## src/rtl/gestor_perifericos_n.sv

```systemverilog
// gestor_perifericos_n: addressed peripheral manager between the datapath and
// N_ENTRADAS synchronised input ports / N_SAIDAS registered output ports.
// Input changes raise sticky per-port flags that are ORed into an interrupt.
module gestor_perifericos_n #(
  parameter int LARGURA    = 8,
  parameter int N_ENTRADAS = 4,
  parameter int N_SAIDAS   = 4,
  parameter int ADDR_W     = 2
) (
  input  logic                           clock,
  input  logic                           reset_n,
  input  logic                           ESCR_P,
  input  logic                           LER_P,
  input  logic [ADDR_W-1:0]              Endereco,
  input  logic [LARGURA-1:0]             Operando1,
  input  logic [N_ENTRADAS*LARGURA-1:0]  PIN,
  output logic [LARGURA-1:0]             Dados_IN,
  output logic [N_SAIDAS*LARGURA-1:0]    POUT,
  output logic [N_ENTRADAS-1:0]          Alteracao,
  output logic                           INT
);

  logic [N_ENTRADAS*LARGURA-1:0] s1;
  logic [N_ENTRADAS*LARGURA-1:0] s2;
  logic [N_ENTRADAS*LARGURA-1:0] prev;
  logic [N_ENTRADAS-1:0]         mudou;
  logic [N_ENTRADAS-1:0]         clr;
  logic [LARGURA-1:0]            rd_data;

  // Per-port change detect: any bit difference between synchronised and previous value.
  for (genvar g = 0; g < N_ENTRADAS; g++) begin : g_mudou
    assign mudou[g] = (s2[g*LARGURA +: LARGURA] != prev[g*LARGURA +: LARGURA]);
  end

  // Read-port decode: selected synchronised data and the flag to clear.
  // Addresses with no matching port leave rd_data at 0 and clear nothing.
  always_comb begin
    // NOTE: defaults first so every path assigns both signals; no latch is inferred.
    rd_data = '0;
    clr     = '0;
    for (int i = 0; i < N_ENTRADAS; i++) begin
      if (Endereco == ADDR_W'(i)) begin
        rd_data = s2[i*LARGURA +: LARGURA];
        clr[i]  = LER_P;
      end
    end
  end

  // Synchroniser, previous-value tracking, sticky flags (set beats clear) and interrupt.
  always_ff @(posedge clock or negedge reset_n) begin
    if (!reset_n) begin
      s1        <= '0;
      s2        <= '0;
      prev      <= '0;
      Alteracao <= '0;
      INT       <= 1'b0;
    end else begin
      // NOTE: non-blocking assignments so every stage samples pre-edge values,
      // which is what makes s1 -> s2 -> prev a real pipeline.
      s1        <= PIN;
      s2        <= s1;
      prev      <= s2;
      Alteracao <= (Alteracao & ~clr) | mudou;
      INT       <= |Alteracao;
    end
  end

  // Read data register: loads on a read strobe, holds otherwise.
  always_ff @(posedge clock or negedge reset_n) begin
    if (!reset_n) begin
      Dados_IN <= '0;
    end else if (LER_P) begin
      Dados_IN <= rd_data;
    end
  end

  // Output port registers: only the addressed slice loads; out-of-range writes are dropped.
  always_ff @(posedge clock or negedge reset_n) begin
    if (!reset_n) begin
      POUT <= '0;
    end else if (ESCR_P) begin
      for (int i = 0; i < N_SAIDAS; i++) begin
        if (Endereco == ADDR_W'(i)) begin
          POUT[i*LARGURA +: LARGURA] <= Operando1;
        end
      end
    end
  end

endmodule

```

## config.mk

```make
export PLATFORM = sky130hd
export DESIGN_NAME = gestor_perifericos_n
export DESIGN_NICKNAME = d
export VERILOG_FILES = /design/src/rtl/gestor_perifericos_n.sv
export SDC_FILE = /design/constraint.sdc
export NUM_CORES = 1
export LEC_CHECK = 0
export BUFFER_PORTS_ARGS = -buffer_cell sky130_fd_sc_hd__clkbuf_2
export CAP_MARGIN = 15
export CORE_MARGIN = 8
export CORE_UTILIZATION = 49
export CTS_CLUSTER_SIZE = 30
export DETAILED_ROUTE_END_ITERATION = 16
export GPL_ROUTABILITY_DRIVEN = 1
export PLACE_DENSITY = 0.8
export SYNTH_ARGS = -nofsm -noshare
export SYNTH_HDL_FRONTEND = slang
export SYNTH_SLANG_ARGS = --single-unit
```

## constraint.sdc

```tcl
create_clock -name clock -period 1.2 [get_ports clock]
set_input_delay 0.06 -clock clock [delete_from_list [all_inputs] [get_ports clock]]
set_output_delay 0.06 -clock clock [all_outputs]
set_load 0.1 [all_outputs]
```

==> flow_summary.json <==
{
  "antenna_cells": 0,
  "syn_nets": 296,
  "leakage_uw": 0.003236,
  "synth_xor_area_frac": 0.06018,
  "yosys-top-cells-area": "dfrtp_1 (76%), mux2_2 (8.7%), xor2_1 (6.0%), mux4_2 (2.4%), mux4_1 (1.7%)",
  "drv_cap": 0,
  "cts.clk_slew.worst_paths_ns": 0.07,
  "postRouteAntennaNets": 0,
  "setup.worst_path.end_class": "flip-flop",
  "hold_viol": 0,
  "syn_avg_cell_area_sq_um": 18.63,
  "first_iter_violations": 139,
  "grt_setup_unrepaired": "yes",
  "min_period_over_period": 1.072,
  "fp.dieW_microns": 113.5,
  "grt_max_degree": 46,
  "reg2reg_from": "s2[31]",
  "crit_chain": "mux4_2 -> mux2_4",
  "synth_mux_area_frac": 0.1411,
  "drive_above_1_share": 0.5809,
  "cpMaxStageDelayCell": "mux4_2",
  "post-dp-hpwl_microns": 6431,
  "drc": 0,
  "routabilityCongestion": 0.8012,
  "max-clock-path-buffers": 2,
  "htreeDepth": 4,
  "regToRegEndpoint": "Dados_IN[7]",
  "cp_num_buf_inv": 0,
  "die_area_sq_um": 12880,
  "synth-seq-area-share": 0.7577,
  "synth_simple_gate_area_share": 0.02660,
  "synth_common_cells": "dfrtp_1 (141), mux2_2 (36), xor2_1 (32), nor4_1 (8), nand3_1 (6)",
  "grt_pass1_wl_microns": 16460,
  "synth_edf_count": 0,
  "synth-seq-cells": 141,
  "wl_microns": 10270,
  "via_per_inst": 4.736,
  "setup_viol": 11,
  "slowest_delay_ns": 0.48,
  "slew_violations": 0,
  "final_core_util": 0.7871,
  "antenna_found_initial": 0,
  "period_needed_ns": 1.287,
  "synthCells": 250,
  "ys.warnings.count": 0,
  "cts_inserted_buffers": 17,
  "p_per_area_nw_per_um2": 1942,
  "regToRegSetupSlack_ns": -0.09,
  "synth_area_leader_cell": "dfrtp_1",
  "area_growth_pct": 56.18,
  "max_slew.worst_pin.slew_ns": 0.3927,
  "finalPower_uw": 14130,
  "cts-root-buf": "clkbuf_8",
  "grt-ovfl-total": 0,
  "path_class": "reg2reg",
  "vias": 2690,
  "fillers": 459,
  "peakVddDrop_v": 0.001020,
  "yosysTopAreaCellShare": 0.7577,
  "yosys.cell_types.count": 19,
  "skew_ns": 0.006635,
  "io_pins": 91,
  "worst-path-stages": 2,
  "crit_path_start": "s2[31]",
  "cts.sinks": 141,
  "start_util": 0.5040,
  "syn_area_sq_um": 4657,
  "critPathCapture": "Dados_IN[7]",
  "r2r_cells": 2,
  "critPathArrivalTime_ns": 1.68,
  "cp.required_ns": 1.59,
  "cp-start-kind": "flip-flop",
  "portBuffers": 90,
  "drt_pass1_iterations": 4,
  "path_delay_family": "multiplexers",
  "synth_ff_type": "dfrtp_1",
  "wl_per_cell_microns": 18.08,
  "async_flop_share": 1.000,
  "clk_latency_ns": 0.51,
  "first_global_vias": 3093,
  "slew_headroom": 0.7382,
  "cts_tree": "done",
  "synth-compound-area-share": 0.004299,
  "cp_max_fo": 2,
  "preCtsSetupSlack_ns": -0.07123,
  "violations": "negative setup slack",
  "synth.most_common_cell": "dfrtp_1",
  "synth_top_family_by_area": "multiplexers",
  "coreArea_sq_um": 9240,
  "hp-class": "in2reg",
  "fin_nets": 472,
  "worst_slack_ns": -0.08685,
  "synth_fa_ha_area_frac": 0,
  "fin_tns_setup_ns": -0.6740,
  "fmax_mhz": 777.1,
  "grt.total_usage": 0.1677,
  "outcome": "complete, but fails checks",
  "die-height_microns": 113.5,
  "fp-row-count": 35
}
-- final cells by class --
type,count,area [sq um],area share
multi-input cells,103,1167,0.1605
clock buffers,17,414.1,0.05694
inverters,1,3.754,0.0005161
repair buffers,162,1793,0.2465
clock inverters,15,145.1,0.01996
flip-flops and latches,141,3588,0.4934
well taps,129,161.4,0.02219
-- through the flow --
| stage | instances | area [sq um] | hold slack [ns] |
|---|---|---|---|
| 6_report | 568 | 7273 | 0.05190 |
| 5_1_grt | 568 | 7273 | 0.07962 |
| 4_1_cts | 564 | 7007 | 0.04000 |
| 3_5_place_dp | 486 | 5833 | -0.06348 |
| 3_3_place_gp | 486 | 5833 | -0.06833 |
| 2_1_floorplan | 250 | 4706 | -0.2356 |
-- report_power, final --
group | total [uW] | internal, uW | switching, uW
clock | 4860 | 2660 | 2200
combinational | 3710 | 1350 | 2360
sequential | 5560 | 5210 | 350
total | 14100 | 9220 | 4910
-- sequential cells by signal, indices dropped and copies added (netlist names) --
signal,flops
s2,32
INT,1
Alteracao,4
prev,32
s1,32
Dados_IN,8
POUT,32
-- layer usage --
metal,vias up,global-route usage,routed length [microns]
met5,-,0,0
met4,0,0.04973,146
met3,10,0.06128,620
met2,92,0.2880,5364
met1,1371,0.1920,4136
li1,1217,-,-
-- logic make-up after synthesis --
logic type      count (synthesis)
buf+inv                         6
mux                            48
compound gates                  4
flops                         141
xor+xnor                       32
simple gates                   19
-- worst min-delay path by stage --
stage	cells past startpoint	from	slack, ns	endpoint
6_report	4	Endereco[1]	0.05	Alteracao[3]
5_1_grt	4	Endereco[1]	0.08	Alteracao[3]
3_3_place_gp	1	reset_n	-0.07	s1[17]
4_1_cts	5	Endereco[0]	0.04	Alteracao[1]
2_1_floorplan	0	reset_n	-0.24	Alteracao[0]
3_5_place_dp	1	reset_n	-0.06	s1[31]
-- timing repair --
| item | 4_1_cts | 5_1_grt |
|---|---|---|
| hold endpoints to repair | 205 | 0 |
| hold buffers | 42 | 0 |
| gates resized for setup | 41 | 50 |
| endpoints found under the setup margin | 50 | 49 |
| pin swaps | 7 | 10 |
| buffers inserted | 5 | 4 |
-- cells in the final DEF, fill, tap and decap left out --
master / Yosys / routed
dfrtp_1: 141 / 97
clkbuf_2: 0 / 44
dfrtp_2: 0 / 42
dlygate4sd3_1: 0 / 42
buf_12: 1 / 36
mux2_2: 36 / 33
xor2_1: 32 / 29
clkbuf_16: 0 / 16
buf_4: 0 / 16
buf_6: 1 / 13
buf_8: 0 / 11
mux4_2: 5 / 8
mux2_4: 4 / 7
nor4_2: 0 / 6
nand3_1: 6 / 6
inv_6: 0 / 6
o21ai_0: 4 / 4
inv_8: 0 / 4
clkinv_4: 0 / 3
dfrtp_4: 0 / 2
xor2_2: 0 / 2
inv_1: 1 / 1
nand2b_1: 1 / 1
nand2_1: 1 / 1
nor4_1: 8 / 1
xor2_4: 0 / 1
nor4_4: 0 / 1
or4_1: 1 / 1
nor3b_4: 1 / 1
nand3b_1: 1 / 1
clkbuf_8: 0 / 1
clkinv_8: 0 / 1
clkinv_2: 0 / 1
-- tightest hold or removal path, delay by kind of cell --
family / cells / cell delay (ns)
AOI/OAI and AO/OA: 1 / 0.10
buffers and inverters: 2 / 0.27
and+or+nand+nor: 1 / 0.08
Note: power is estimated with default switching activity, not from simulation.
